## src/rtl/imem_port_arbiter_if.sv

```systemverilog
// Bundle of fetch, loader, boot-control and BRAM signals around the imem port arbiter.
// Latency: none, wiring only.
// Backpressure: none here; the arbiter's grant outputs carry it.
interface imem_port_arbiter_if #(
    parameter int AW = 10
);
    // fetch side
    logic          if_req;
    logic [31:0]   if_addr;
    logic          if_gnt;
    logic          if_stall;
    logic          if_flush;
    logic          if_rvalid;
    logic [31:0]   if_rdata;

    // loader side
    logic          ld_req;
    logic          ld_we;
    logic [AW-1:0] ld_addr;
    logic [31:0]   ld_wdata;
    logic          ld_gnt;
    logic          ld_rvalid;
    logic [31:0]   ld_rdata;

    // boot control
    logic          boot_hold;

    // BRAM port
    logic          mem_en;
    logic          mem_we;
    logic [AW-1:0] mem_addr;
    logic [31:0]   mem_wdata;
    logic [31:0]   mem_rdata;

    // environment side: requesters and the BRAM itself
    modport master (
        output if_req, if_addr, ld_req, ld_we, ld_addr, ld_wdata, boot_hold, mem_rdata,
        input  if_gnt, if_stall, if_flush, if_rvalid, if_rdata,
        input  ld_gnt, ld_rvalid, ld_rdata,
        input  mem_en, mem_we, mem_addr, mem_wdata
    );

    // arbiter side
    modport slave (
        input  if_req, if_addr, ld_req, ld_we, ld_addr, ld_wdata, boot_hold, mem_rdata,
        output if_gnt, if_stall, if_flush, if_rvalid, if_rdata,
        output ld_gnt, ld_rvalid, ld_rdata,
        output mem_en, mem_we, mem_addr, mem_wdata
    );
endinterface

```

## src/rtl/imem_port_arbiter.sv

```systemverilog
// Shares the single instruction-BRAM port between fetch (priority) and the boot/debug loader.
// Latency: grant is combinational in the request cycle; read data and rvalid follow one cycle later.
// Backpressure: a denied fetch gets if_stall; a denied loader waits at most STARVE_MAX cycles in RUN.
module imem_port_arbiter #(
    parameter int AW         = 10,
    parameter int STARVE_MAX = 8
) (
    input  logic                  clk,
    input  logic                  reset,
    imem_port_arbiter_if.slave    bus
);
    localparam int CW = $clog2(STARVE_MAX + 1);
    localparam logic [CW-1:0] STARVE_LIM = CW'(STARVE_MAX);

    typedef enum logic [1:0] {
        BOOT   = 2'd0,
        RESUME = 2'd1,
        RUN    = 2'd2
    } state_t;

    state_t        state;
    state_t        state_next;
    logic [CW-1:0] starve_cnt;
    logic [CW-1:0] starve_next;
    logic          flush_q;
    logic          if_rvalid_q;
    logic          ld_rvalid_q;

    logic          fetch_blocked;
    logic          if_gnt;
    logic          ld_gnt;
    logic          mem_en;
    logic          mem_we;
    logic [AW-1:0] mem_addr;
    logic [31:0]   mem_wdata;
    logic [AW-1:0] if_word;

    // Only the word index of the fetch PC addresses the BRAM; byte offset and upper bits are ignored.
    logic          unused_addr_bits;
    assign unused_addr_bits = ^{bus.if_addr[31:AW+2], bus.if_addr[1:0]};
    assign if_word          = bus.if_addr[AW+1:2];

    // Next state, grants, starvation counter update and BRAM mux.
    always_comb begin
        state_next    = state;
        fetch_blocked = 1'b1;
        if_gnt        = 1'b0;
        ld_gnt        = 1'b0;
        starve_next   = starve_cnt;
        mem_addr      = '0;
        mem_wdata     = '0;

        case (state)
            BOOT:    if (!bus.boot_hold) state_next = RESUME;
            RESUME:  state_next = RUN;
            RUN:     if (bus.boot_hold) state_next = BOOT;
            default: state_next = BOOT;
        endcase

        // Fetch may only touch memory once the pipeline has been flushed and boot_hold is low.
        fetch_blocked = (state != RUN) || bus.boot_hold;

        if (fetch_blocked) begin
            ld_gnt = bus.ld_req;
        end else if (bus.if_req && bus.ld_req) begin
            // Fetch wins ties until the loader has waited STARVE_MAX cycles.
            ld_gnt = (starve_cnt == STARVE_LIM);
            if_gnt = !ld_gnt;
        end else begin
            if_gnt = bus.if_req;
            ld_gnt = bus.ld_req;
        end

        if (!bus.ld_req || ld_gnt) begin
            starve_next = '0;
        end else if (starve_cnt != STARVE_LIM) begin
            starve_next = starve_cnt + 1'b1;
        end

        if (ld_gnt) begin
            mem_addr  = bus.ld_addr;
            mem_wdata = bus.ld_wdata;
        end else if (if_gnt) begin
            mem_addr  = if_word;
        end

        mem_en = if_gnt | ld_gnt;
        mem_we = ld_gnt & bus.ld_we;
    end

    // State, starvation counter, flush pulse and response tags; reset drops in-flight responses.
    always_ff @(posedge clk or negedge reset) begin
        if (!reset) begin
            state       <= BOOT;
            starve_cnt  <= '0;
            flush_q     <= 1'b0;
            if_rvalid_q <= 1'b0;
            ld_rvalid_q <= 1'b0;
        end else begin
            state       <= state_next;
            starve_cnt  <= starve_next;
            flush_q     <= (state_next == RESUME);
            if_rvalid_q <= if_gnt;
            ld_rvalid_q <= ld_gnt & ~bus.ld_we;
        end
    end

    assign bus.if_gnt    = if_gnt;
    assign bus.if_stall  = bus.if_req & ~if_gnt;
    assign bus.if_flush  = flush_q;
    assign bus.if_rvalid = if_rvalid_q;
    assign bus.if_rdata  = bus.mem_rdata;
    assign bus.ld_gnt    = ld_gnt;
    assign bus.ld_rvalid = ld_rvalid_q;
    assign bus.ld_rdata  = bus.mem_rdata;
    assign bus.mem_en    = mem_en;
    assign bus.mem_we    = mem_we;
    assign bus.mem_addr  = mem_addr;
    assign bus.mem_wdata = mem_wdata;
endmodule

```

## src/flat_wrapper.sv

```systemverilog
// flat-port wrapper written by rule: the top's interface ports become plain ports
module imem_port_arbiter_flat 
#(
    parameter int AW         = 10,
    parameter int STARVE_MAX = 8
)
  (clk, reset, bus_if_req, bus_if_addr, bus_ld_req, bus_ld_we, bus_ld_addr, bus_ld_wdata, bus_boot_hold, bus_mem_rdata, bus_if_gnt, bus_if_stall, bus_if_flush, bus_if_rvalid, bus_if_rdata, bus_ld_gnt, bus_ld_rvalid, bus_ld_rdata, bus_mem_en, bus_mem_we, bus_mem_addr, bus_mem_wdata);
  imem_port_arbiter_if #(.AW(AW)) bus_i ();
  input  logic clk;
  input  logic reset;
  input wire logic [$bits(bus_i.if_req)-1:0] bus_if_req;
  input wire logic [$bits(bus_i.if_addr)-1:0] bus_if_addr;
  input wire logic [$bits(bus_i.ld_req)-1:0] bus_ld_req;
  input wire logic [$bits(bus_i.ld_we)-1:0] bus_ld_we;
  input wire logic [$bits(bus_i.ld_addr)-1:0] bus_ld_addr;
  input wire logic [$bits(bus_i.ld_wdata)-1:0] bus_ld_wdata;
  input wire logic [$bits(bus_i.boot_hold)-1:0] bus_boot_hold;
  input wire logic [$bits(bus_i.mem_rdata)-1:0] bus_mem_rdata;
  output wire logic [$bits(bus_i.if_gnt)-1:0] bus_if_gnt;
  output wire logic [$bits(bus_i.if_stall)-1:0] bus_if_stall;
  output wire logic [$bits(bus_i.if_flush)-1:0] bus_if_flush;
  output wire logic [$bits(bus_i.if_rvalid)-1:0] bus_if_rvalid;
  output wire logic [$bits(bus_i.if_rdata)-1:0] bus_if_rdata;
  output wire logic [$bits(bus_i.ld_gnt)-1:0] bus_ld_gnt;
  output wire logic [$bits(bus_i.ld_rvalid)-1:0] bus_ld_rvalid;
  output wire logic [$bits(bus_i.ld_rdata)-1:0] bus_ld_rdata;
  output wire logic [$bits(bus_i.mem_en)-1:0] bus_mem_en;
  output wire logic [$bits(bus_i.mem_we)-1:0] bus_mem_we;
  output wire logic [$bits(bus_i.mem_addr)-1:0] bus_mem_addr;
  output wire logic [$bits(bus_i.mem_wdata)-1:0] bus_mem_wdata;
  assign bus_i.if_req = bus_if_req;
  assign bus_i.if_addr = bus_if_addr;
  assign bus_i.ld_req = bus_ld_req;
  assign bus_i.ld_we = bus_ld_we;
  assign bus_i.ld_addr = bus_ld_addr;
  assign bus_i.ld_wdata = bus_ld_wdata;
  assign bus_i.boot_hold = bus_boot_hold;
  assign bus_i.mem_rdata = bus_mem_rdata;
  assign bus_if_gnt = bus_i.if_gnt;
  assign bus_if_stall = bus_i.if_stall;
  assign bus_if_flush = bus_i.if_flush;
  assign bus_if_rvalid = bus_i.if_rvalid;
  assign bus_if_rdata = bus_i.if_rdata;
  assign bus_ld_gnt = bus_i.ld_gnt;
  assign bus_ld_rvalid = bus_i.ld_rvalid;
  assign bus_ld_rdata = bus_i.ld_rdata;
  assign bus_mem_en = bus_i.mem_en;
  assign bus_mem_we = bus_i.mem_we;
  assign bus_mem_addr = bus_i.mem_addr;
  assign bus_mem_wdata = bus_i.mem_wdata;
  imem_port_arbiter #(.AW(AW), .STARVE_MAX(STARVE_MAX)) u_core (.clk(clk), .reset(reset), .bus(bus_i));
endmodule
```

## config.mk

```make
export PLATFORM = sky130hd
export DESIGN_NAME = imem_port_arbiter_flat
export DESIGN_NICKNAME = d
export VERILOG_FILES = /design/src/rtl/imem_port_arbiter_if.sv /design/src/rtl/imem_port_arbiter.sv /design/src/flat_wrapper.sv
export SDC_FILE = /design/constraint.sdc
export NUM_CORES = 1
export LEC_CHECK = 0
export ABC_AREA = 1
export CORE_ASPECT_RATIO = 0.8
export CORE_MARGIN = 2
export CORE_UTILIZATION = 20
export CTS_BUF_LIST = sky130_fd_sc_hd__clkbuf_8
export DETAILED_ROUTE_END_ITERATION = 8
export GPL_ROUTABILITY_DRIVEN = 0
export PLACE_DENSITY = 0.78
export SETUP_SLACK_MARGIN = 0.05
export SLEW_MARGIN = 20
export SYNTH_ARGS = -nofsm -noshare
export SYNTH_HDL_FRONTEND = slang
export SYNTH_SLANG_ARGS = --single-unit
```

## constraint.sdc

```tcl
create_clock -name clk -period 1.5 [get_ports clk]
set_clock_uncertainty 0.05 [all_clocks]
set_input_delay 0.3 -clock clk [delete_from_list [all_inputs] [get_ports clk]]
set_output_delay 0.3 -clock clk [all_outputs]
set_load 0.02 [all_outputs]
```

==> results of run 1 <==
## how the worst min path moves through the flow
stage	startpoint	to	slack, ps	depth (start not counted)
6_report	reset	u_core.bus.if_rvalid	310	1
5_1_grt	reset	u_core.starve_cnt[0]	370	1
4_1_cts	reset	u_core.bus.if_rvalid	330	1
3_5_place_dp	u_core.starve_cnt[0]	u_core.starve_cnt[0]	480	2
3_3_place_gp	u_core.starve_cnt[0]	u_core.starve_cnt[0]	470	2
2_1_floorplan	reset	u_core.bus.if_flush	-50	0
## cells in the final DEF, fill, tap and decap left out, types with 3 or more instances in the layout
master,instances
dlygate4sd2_1,6
nand2_1,3
buf_4,19
clkdlybuf4s50_1,54
nand2_4,12
nor2_4,33
nand3_1,4
clkbuf_8,3
nand2_2,9
buf_12,4
dfrtp_1,9
inv_1,41
buf_6,48
nand3_2,8
nor2_2,7
## layout make-up
class / instances / area (um^2)
clock buffers: 3 / 41.3
clock inverters: 1 / 3.75
fillers: 603 / 3560
inverters: 43 / 166
multi-input cells: 87 / 823
flip-flops and latches: 9 / 225
well taps: 84 / 105
repair buffers: 135 / 1450
## logic make-up after synthesis
family                     count (synthesis)
adders and majority gates                  2
AOI/OAI and AO/OA                          1
buffers and inverters                    113
DFF                                        9
and+or+nand+nor                           82
xor gates and xnor gates                   2
## routing by layer
layer,track usage [%],vias to the layer above,part of all wire [%],wire length (um)
li1,-,670,-,-
met1,11.3,643,33,1570
met2,21.2,73,54,2510
met3,4.81,26,11,503
met4,4.78,0,2.1,99
met5,0,-,0,0
## report_power, final
group	internal, W	switching (W)	leakage (nW)	total, W
Sequential	0.000281	0.0000190	0.121	0.000300
Combinational	0.000582	0.000522	1.22	0.00110
Clock	0.000179	0.000109	0.0269	0.000289
## synth_stat cells
master / count / area, um^2
ha_1: 2 / 25.0
inv_1: 42 / 158
xnor2_1: 1 / 8.76
dfrtp_1: 9 / 225
buf_4: 65 / 488
nand2_4: 2 / 22.5
nor3_1: 2 / 10.0
xor2_1: 1 / 8.76
nor2_2: 2 / 12.5
buf_6: 4 / 45.0
o21ai_0: 1 / 5.00
inv_2: 1 / 3.75
nand3_2: 1 / 10.0
nand2_1: 23 / 86.3
clkbuf_1: 1 / 3.75
nor2_1: 40 / 150
nand3_1: 12 / 60.1
## metrics by stage
step / setup TNS (ps) / cells / utilization, % / cell area, um^2 / setup slack (ps)
6_report: -21840 / 362 / 44.2 / 2820 / -500
5_1_grt: -25030 / 362 / 44.2 / 2820 / -575
4_1_cts: -21650 / 358 / 40.9 / 2610 / -514
3_5_place_dp: -40850 / 347 / 37.7 / 2400 / -910
3_3_place_gp: -39680 / 347 / 37.7 / 2400 / -873
2_1_floorplan: -4190 / 209 / - / 1610 / -126
## what timing repair did
action                                  in CTS  in global routing
pin swaps                                    5                  6
setup buffers                                4                  4
gates cloned                                 3                  1
endpoints found under the setup margin      50                 50
gates resized for setup                    282                 50
## sequential cells by signal, indices dropped and copies added (netlist names)
signal and count:
u_core.bus.if_flush 1, u_core.bus.if_rvalid 1, u_core.bus.ld_rvalid 1, u_core.starve_cnt 4, u_core.state 2
## critical path, stage by stage (launching register included)
cell and delay [ps]:
dfrtp_1 370, inv_1 60, ha_2 190, nand3_4 70
nand2_2 60, inv_2 40, nand2_4 110, nand2_8 110
buf_12 170, nor2_2 90, buf_6 120
==> results.md, run 1 <==
* Initial antenna violation count at 0
* I/O Pins at 226
* Adder-cell share of the synthesized area at 1.89%
* Wirelength, routed at 4680 um
* Global-route wire length before repair at 6650 um
* GRT overflow at 0
* Largest family of logic cells by synthesized area: buffers and inverters
* Fmax at around 500 MHz
* Count of cell types in the netlist at 17
* R2R Path Start: u_core.starve_cnt[0]
* Post-synthesis mux area share at 0%
* CTS tree: built
* Final Power at 0.00169 W
* Start point of the critical path: u_core.starve_cnt[0]
* Post-route ant nets at 0
* Leakage at ~1.4 nW
* DPL Wire Length at 3550 um
* Mapped Nets at 323
* RSZ-0062 raised after global routing: true
* Worst Setup Start Kind: register
* Worst EP required at 1150 ps
* Reg2reg end: u_core.bus.ld_rvalid
* Num rows at 26
* PD cells at 601 nW/um^2
* Max cap viols at 0
* # H-tree levels at 1
* Via Count at 1412
* Hold_ws at 310 ps
* CP max FO at 8
* Number of clock sinks at 9
* Crit path time final at 2000 ps
* Area share of and/or/nand/nor cells after synthesis at 26.6%
* HP Class: in -> async
* Vias in the first global route at about 1400
* Die height at 76.7 um
* Die area at between 7000 and 8000 um^2
* Violated checks: setup timing
* Worst path arrival time at 1650 ps
* Worst IR Drop VDD at 0.000243 V
* Synth Instances at 209
* Clock transition at path regs at approximately 50 ps
* Later-pin clock latency in the skew report at 240 ps
* Final WS setup at -500 ps
* I/O Buffers at 107
* Status: finished with violations
* # diodes at 0
* Total GRT Usage at around 12%
* CTS Buffer Depth at 2
* Seq/Total Area, Yosys at between 15 and 20%
* Reg2Reg Depth at 10
* DR pass1 iterations at 4
* Core area at 6380 um^2
* Slew Limit Fails at 0
* Via-to-Cell Ratio at 3.90
* Clk root buf: clkbuf_8
* Crit path kind: reg -> out
* Final period utilization at 133%
* Synth Area in Compound Gates at 0.378%
* Total CTS buffers at 3
* 1st-iter DRT viols at 17
* Synth Register Bits at 9
* Final Hold Viols at 0
* Max_slew headroom at 71.9%
* Syn_area_per_cell at 6.33 um^2
* Largest net degree at the start of global routing at 11
* Crit. End Element: primary output
* Worst slew pin tran at 421 ps
* DR DRC count at 0
* Area Overhead vs Synth at 113%
* Share of cells above drive strength 1 at 55.0%
* CTS Hold Bufs at 0
* Post-Syn Area at 1320 um^2
* Final nets at 393
* CP Capture Point: bus_mem_wdata[24]
* Final setup viols at 47
* Die Wd at about 95 um
* Initial Utilization at 20.7%
* Synth Area in XOR/XNOR at under 10%
* Synth Warn # at 0
* R2R setup slack at 10 ps
* Wirelength per Cell at 12.9 um
(Power assumes the default switching activity.)
==> run 2: changes to the inputs <==
==> constraint.sdc (replaced) <==
create_clock -name clk -period 1.5 [get_ports clk]
set_clock_uncertainty 0.05 [all_clocks]
set_input_delay 0.3 -clock clk [delete_from_list [all_inputs] [get_ports clk]]
set_output_delay 0.3 -clock clk [all_outputs]
set_load 0.005 [all_outputs]
==> results.md, run 2 (synthesis gave the netlist of run 1 again) <==
* Wirelength per Cell at 13.3 um (was 12.9 um)
* Post-route ant nets at 0 (unchanged)
* Start point of the critical path: u_core.starve_cnt[1] (was u_core.starve_cnt[0])
* Share of cells above drive strength 1 at 48.1% (was 55.0%)
* Max_slew headroom at 69.5% (was 71.9%)
* Slew Limit Fails at 0 (unchanged)
* Via Count at 1486 (was 1412)
* Die height at 76.7 um (unchanged)
* I/O Buffers at 107 (unchanged)
* Die area at 7280 um^2 (unchanged)
* HP Class: in -> async (unchanged)
* Crit path time final at 2040 ps (was 2000 ps)
* Worst EP required at 1150 ps (about the same)
* Fillers at 627 (was 603)
* Vias in the first global route at 1482 (was 1370)
* I/O Pins at 226 (unchanged)
* Register area at 225 um^2 (unchanged)
* Largest net degree at the start of global routing at 11 (unchanged)
* Most frequent cells in the layout: clkdlybuf4s50_1, inv_1, buf_2 (was clkdlybuf4s50_1, buf_6, inv_1)
* CTS Buffer Depth at 2 (unchanged)
* Worst slew pin tran at 456 ps (was 421 ps)
* Final nets at 406 (was 393)
* R2R setup slack at 30 ps (was 10 ps)
* Via-to-Cell Ratio at 3.96 (was 3.90)
* Die Wd at 94.9 um (unchanged)
* DR DRC count at 0 (unchanged)
* Fmax at 490 MHz (was 500 MHz)
* Final Util at 39.4% (was 44.2%)
* Area of the multi-input gates at 723 um^2 (was 823 um^2)
* Max cap viols at 0 (unchanged)
* Crit. End Element: primary output (unchanged)
* Area Overhead vs Synth at 90.2% (was 113%)
* PD cells at 576 nW/um^2 (was 601 nW/um^2)
* Final setup TNS at -22130 ps (was -21840 ps)
* Final WS setup at -541 ps (was -500 ps)
* Reg2Reg Depth at 8 (was 10)
* Initial antenna violation count at 0 (unchanged)
* Final period utilization at 136% (was 133%)
* Crit path kind: reg -> out (unchanged)
* Leakage at 1.33 nW (was 1.37 nW)
* Total CTS buffers at 3 (unchanged)
* CP max FO at 6 (was 8)
* 1st-iter DRT viols at 24 (was 17)
* Initial Utilization at 20.7% (unchanged)
* Num rows at 26 (unchanged)
* DR pass1 iterations at 4 (unchanged)
* DPL Wire Length at 2810 um (was 3550 um)
* Global-route wire length before repair at 7200 um (was 6650 um)
* CTS Hold Bufs at 0 (unchanged)
* R2R Path Start: u_core.state[0] (was u_core.starve_cnt[0])
* Later-pin clock latency in the skew report at 240 ps (about the same)
* Final Power at 0.00145 W (was 0.00169 W)
* Clk root buf: clkbuf_8 (unchanged)
* Final setup viols at 47 (unchanged)
* Core area at 6380 um^2 (unchanged)
* Violated checks: setup timing (unchanged)
* Worst path arrival time at 1690 ps (was 1650 ps)
* CTS tree: built (unchanged)
* Top reg by flops: u_core.starve_cnt (unchanged)
* # diodes at 0 (unchanged)
* Status: finished with violations (unchanged)
* Reg2reg end: u_core.starve_cnt[2] (was u_core.bus.ld_rvalid)
* Total GRT Usage at 12.9% (was 11.6%)
* Inst Count DP at 344 (was 347)
* GRT overflow at 0 (unchanged)
* Place WS at -872 ps (was -910 ps)
* Post-Layout Cell Count at 375 (was 362)
* RSZ-0062 raised after global routing: true (unchanged)
* Clock transition at path regs at 50 ps (about the same)
* Max reg flops at 4 (unchanged)
* Worst IR Drop VDD at 0.000350 V (was 0.000243 V)
* Number of clock sinks at 9 (unchanged)
* # H-tree levels at 1 (unchanged)
* Most common cell after layout, fill and taps aside: clkdlybuf4s50_1 (unchanged)
* Final Hold Viols at 0 (unchanged)
* Wirelength, routed at 4990 um (was 4680 um)
* Worst Setup Start Kind: register (unchanged)
* Leading registers by flop count: u_core.starve_cnt: 4 flops, u_core.state: 2 flops (unchanged)
==> run 2: changes by cell type in the layout (fill, tap and decap cells not counted), moves of 3 or more <==
cell | before | now
nor2_2 | 7 | 16
nand3_1 | 4 | 7
buf_8 | 1 | 5
buf_2 | 0 | 41
nand2_2 | 9 | 1
buf_6 | 48 | 7
nand2_1 | 3 | 22
nand2_4 | 12 | 1
nand2_8 | 1 | 6
clkbuf_2 | 0 | 3
nor2_4 | 33 | 20
nor2_1 | 2 | 6
dlygate4sd2_1 | 6 | 3
==> run 2: worst max-delay path by stage <==
stage	cells past startpoint	to	slack (ps)
floorplan	9	bus_mem_wdata[22]	-20
global placement	8	bus_mem_wdata[28]	-850
detailed placement	8	bus_mem_wdata[18]	-870
CTS	11	bus_mem_wdata[17]	-540
global route	11	bus_mem_wdata[24]	-650
finish	10	bus_mem_addr[3]	-540
==> run 2: per-layer routing <==
| metal | vias to the layer above | wire [um] | track usage (%) | part of all wire, % |
|---|---|---|---|---|
| met4 | 0 | 200 | 5.65 | 4.0 |
| met3 | 24 | 611 | 4.52 | 12 |
| met1 | 645 | 1720 | 13.3 | 35 |
| met2 | 109 | 2460 | 23.3 | 49 |
| met5 | - | 0 | 0 | 0 |
| li1 | 708 | - | - | - |
==> run 2: worst max-delay path, cell delays in order, from the launching register on <==
cell and delay, ps:
dfrtp_1 370, inv_1 60, ha_2 170, nand3_2 70
buf_4 150, nor2_4 100, nor2_4 60, bufbuf_16 260
nand2_1 50, nand2_1 50, buf_2 120
==> run 2: what timing repair did <==
| item | in CTS | in global routing |
|---|---|---|
| resized for setup | 245 | 32 |
| setup buffers | 16 | 7 |
| pin swaps | 37 | 30 |
| endpoints found under the setup margin | 47 | 53 |
| gates cloned | 6 | 0 |
==> run 2: per-stage QoR <==
step | instance area (um^2) | hold slack [ps]
2_1_floorplan | 1330 | -45.6
3_3_place_gp | 2080 | 463
3_5_place_dp | 2080 | 479
4_1_cts | 2400 | 334
5_1_grt | 2510 | 346
6_report | 2510 | 332
==> run 2: layout make-up <==
cell class	count	share of cell area [%]
clock buffers	3	1.64
multi-input cells	92	28.8
clock inverters	1	0.149
well taps	84	4.18
flip-flops and latches	9	8.96
inverters	43	6.42
repair buffers	143	49.9
==> run 2: where the power goes <==
group	leakage, nW	switching (W)	total, W	internal (W)
combinational	1.18	0.000359	0.000860	0.000501
sequential	0.121	0.0000247	0.000306	0.000281
clock	0.0269	0.000104	0.000282	0.000179
total	1.33	0.000488	0.00145	0.000961
==> run 3: changes to the inputs <==
--- a/config.mk
+++ b/config.mk
@@ -6,12 +6,14 @@
 export NUM_CORES = 1
 export LEC_CHECK = 0
 export ABC_AREA = 1
+export CELL_PAD_IN_SITES_DETAIL_PLACEMENT = 1
+export CELL_PAD_IN_SITES_GLOBAL_PLACEMENT = 1
 export CORE_ASPECT_RATIO = 0.8
-export CORE_MARGIN = 2
-export CORE_UTILIZATION = 20
+export CORE_UTILIZATION = 11
 export CTS_BUF_LIST = sky130_fd_sc_hd__clkbuf_8
 export DETAILED_ROUTE_END_ITERATION = 8
 export GPL_ROUTABILITY_DRIVEN = 0
+export MAX_ROUTING_LAYER = met4
 export PLACE_DENSITY = 0.78
 export SETUP_SLACK_MARGIN = 0.05
 export SLEW_MARGIN = 20
==> results.md, run 3 (synthesis gave the netlist of run 1 again) <==
* Status: finished with violations (unchanged)
* Violated checks: setup timing (unchanged)
* Final setup TNS at -23240 ps (was -22130 ps)
* Clk root buf: clkbuf_8 (unchanged)
* CTS Hold Bufs at 0 (unchanged)
* Total GRT Usage at 7.81% (was 12.9%)
* Crit-path cells: inv_2 -> ha_4 -> nand3_4 -> nand2_4 -> inv_4 -> nand2_8 -> buf_12 -> nand2_8 -> buf_8 -> buf_6 -> nor2_2 -> buf_2 (was inv_1 -> ha_2 -> nand3_2 -> buf_4 -> nor2_4 -> nor2_4 -> bufbuf_16 -> nand2_1 -> nand2_1 -> buf_2)
* Top reg by flops: u_core.starve_cnt (unchanged)
* GRT overflow at 0 (unchanged)
* Worst Setup Start Kind: register (unchanged)
* Worst path arrival time at 1730 ps (was 1690 ps)
* Initial antenna violation count at 0 (unchanged)
* WP buf/inv at 6 (was 4)
* Largest net degree at the start of global routing at 18 (was 11)
* CTS tree: built (unchanged)
* Initial Utilization at 11.4% (was 20.7%)
* Place WS at -894 ps (was -872 ps)
* Final WS setup at -577 ps (was -541 ps)
* Die height at 100 um (was 76.7 um)
* Final nets at 417 (was 406)
* Final Hold Viols at 0 (unchanged)
* Worst EP required at 1150 ps (about the same)
* DR pass1 iterations at 2 (was 4)
* CP max FO at 5 (was 6)
* Inst Count DP at 408 (was 344)
* CTS Buffer Depth at 2 (unchanged)
* Fmax at 482 MHz (was 490 MHz)
* Later-pin clock latency in the skew report at 240 ps (about the same)
* Num rows at 35 (was 26)
* Worst IR Drop VDD at 0.000229 V (was 0.000350 V)
* CP most frequent cell: nand2_8
* Via Count at 1529 (was 1486)
* RSZ-0062 raised after global routing: true (unchanged)
* Clock transition at path regs at 50 ps (about the same)
* # diodes at 0 (unchanged)
* Final setup viols at 46 (was 47)
* Max_slew headroom at 69.3% (was 69.5%)
* Max reg flops at 4 (unchanged)
* Max cap viols at 0 (unchanged)
* Wirelength per Cell at 12.5 um (was 13.3 um)
* Die Wd at 125 um (was 94.9 um)
* Most common cell after layout, fill and taps aside: clkdlybuf4s50_1 (unchanged)
* I/O Buffers at 107 (unchanged)
* Via-to-Cell Ratio at 3.40 (was 3.96)
* Most frequent cells in the layout: clkdlybuf4s50_1, inv_1, buf_2 (unchanged)
* Crit. End Element: primary output (unchanged)
* Delay-heaviest family, CP: buffers and inverters (unchanged)
* HP Class: in -> async (unchanged)
* Crit path kind: reg -> out (unchanged)
* Worst path max stage delay at 390 ps (was 370 ps)
* Crit path time final at 2080 ps (was 2040 ps)
* Max stage delay cell, worst path: dfrtp_1 (unchanged)
* Worst slew pin tran at 459 ps (was 456 ps)
* I/O Pins at 226 (unchanged)
* Total CTS buffers at 3 (unchanged)
* Number of clock sinks at 9 (unchanged)
* DR DRC count at 0 (unchanged)
* Leakage at 1.46 nW (was 1.33 nW)
* Final Util at 23.6% (was 39.4%)
* Core area at 11600 um^2 (was 6380 um^2)
* Leading registers by flop count: u_core.starve_cnt: 4 flops, u_core.state: 2 flops (unchanged)
* PD cells at 547 nW/um^2 (was 576 nW/um^2)
* Global-route wire length before repair at 7540 um (was 7200 um)
* Area Overhead vs Synth at 107% (was 90.2%)
* Die area at 12500 um^2 (was 7280 um^2)
* 1st-iter DRT viols at 6 (was 24)
* Final Power at 0.00150 W (was 0.00145 W)
* DPL Wire Length at 3460 um (was 2810 um)
* Wirelength, routed at 5600 um (was 4990 um)
* Share of cells above drive strength 1 at 49.0% (was 48.1%)
* # H-tree levels at 1 (unchanged)
* Slew Limit Fails at 0 (unchanged)
* Post-route ant nets at 0 (unchanged)
* Vias in the first global route at 1519 (was 1482)
* Post-Layout Cell Count at 450 (was 375)
* Final period utilization at 138% (was 136%)
-- run 3: changes by cell type in the layout (fill, tap and decap cells not counted), sizes merged --
| cell | change |
|---|---|
| dlymetal6s2s | +6 |
| buf | -2 |
| clkbuf | +9 |
| inv | -1 |
| nand2 | -2 |
| bufbuf | -1 |
| clkdlybuf4s50 | +1 |
| clkinv | +1 |
-- run 3: final timing paths --
kind / slack [ps] / to / startpoint / depth (start not counted)
max: -580 / bus_mem_wdata[13] / u_core.starve_cnt[1] / 12
min: 330 / u_core.bus.if_rvalid / reset / 1
max reg2reg: 30 / u_core.starve_cnt[3] / u_core.starve_cnt[1] / 10
min reg2reg: 510 / u_core.bus.if_flush / u_core.state[1] / 2
max in group asynchronous: 750 / u_core.starve_cnt[3] / reset / 1
min in group clk: 460 / u_core.bus.if_flush / bus_boot_hold / 3
-- run 3: metrics by stage --
stage,hold WS [ps],cell area [um^2]
after CTS,352,2430
after global routing,378,2740
after floorplan,-45.6,1330
final,333,2740
after detailed placement,493,2160
after global placement,465,2160
-- run 3: worst reg2reg max path, cell delays in order (launching register included) --
cell       delay (ps)
dfrtp_1           390
inv_2              80
ha_4              140
nand3_4            80
nand2_4            80
inv_4              40
nand2_8            90
buf_6             120
clkbuf_16         140
buf_8             110
nor2_2             40
-- run 3: timing repair --
| item | 4_1_cts | 5_1_grt |
|---|---|---|
| setup buffers | 13 | 21 |
| gates cloned | 2 | 2 |
| hold endpoints to repair | 0 | 0 |
| pin swaps | 3 | 12 |
| setup endpoints to repair | 51 | 51 |
| gates resized for setup | 115 | 117 |
-- run 3: per-layer routing --
| layer | wire length [um] | share of wire, % | vias to the layer above | global-route usage [%] |
|---|---|---|---|---|
| li1 | - | - | 726 | - |
| met1 | 2080 | 37 | 698 | 7.98 |
| met2 | 2880 | 51 | 101 | 14.1 |
| met3 | 612 | 11 | 4 | 3.25 |
| met4 | 27 | 0.48 | 0 | 1.48 |
| met5 | 0 | 0 | - | - |
-- run 3: final cells by class --
class                           instances  area [um^2]
Tap cell                              148          185
Inverter                               43          164
Multi-Input combinational cell         90          677
Sequential cell                         9          225
Timing Repair Buffer                  156         1440
Fill cell                            1380         8870
Clock inverter                          1         5.00
Clock buffer                            3         41.3
-- run 3: where the power goes --
part / internal, W / switching [W] / total (W)
clock network: 0.000182 / 0.000105 / 0.000287
logic: 0.000550 / 0.000359 / 0.000909
registers: 0.000281 / 0.0000194 / 0.000301
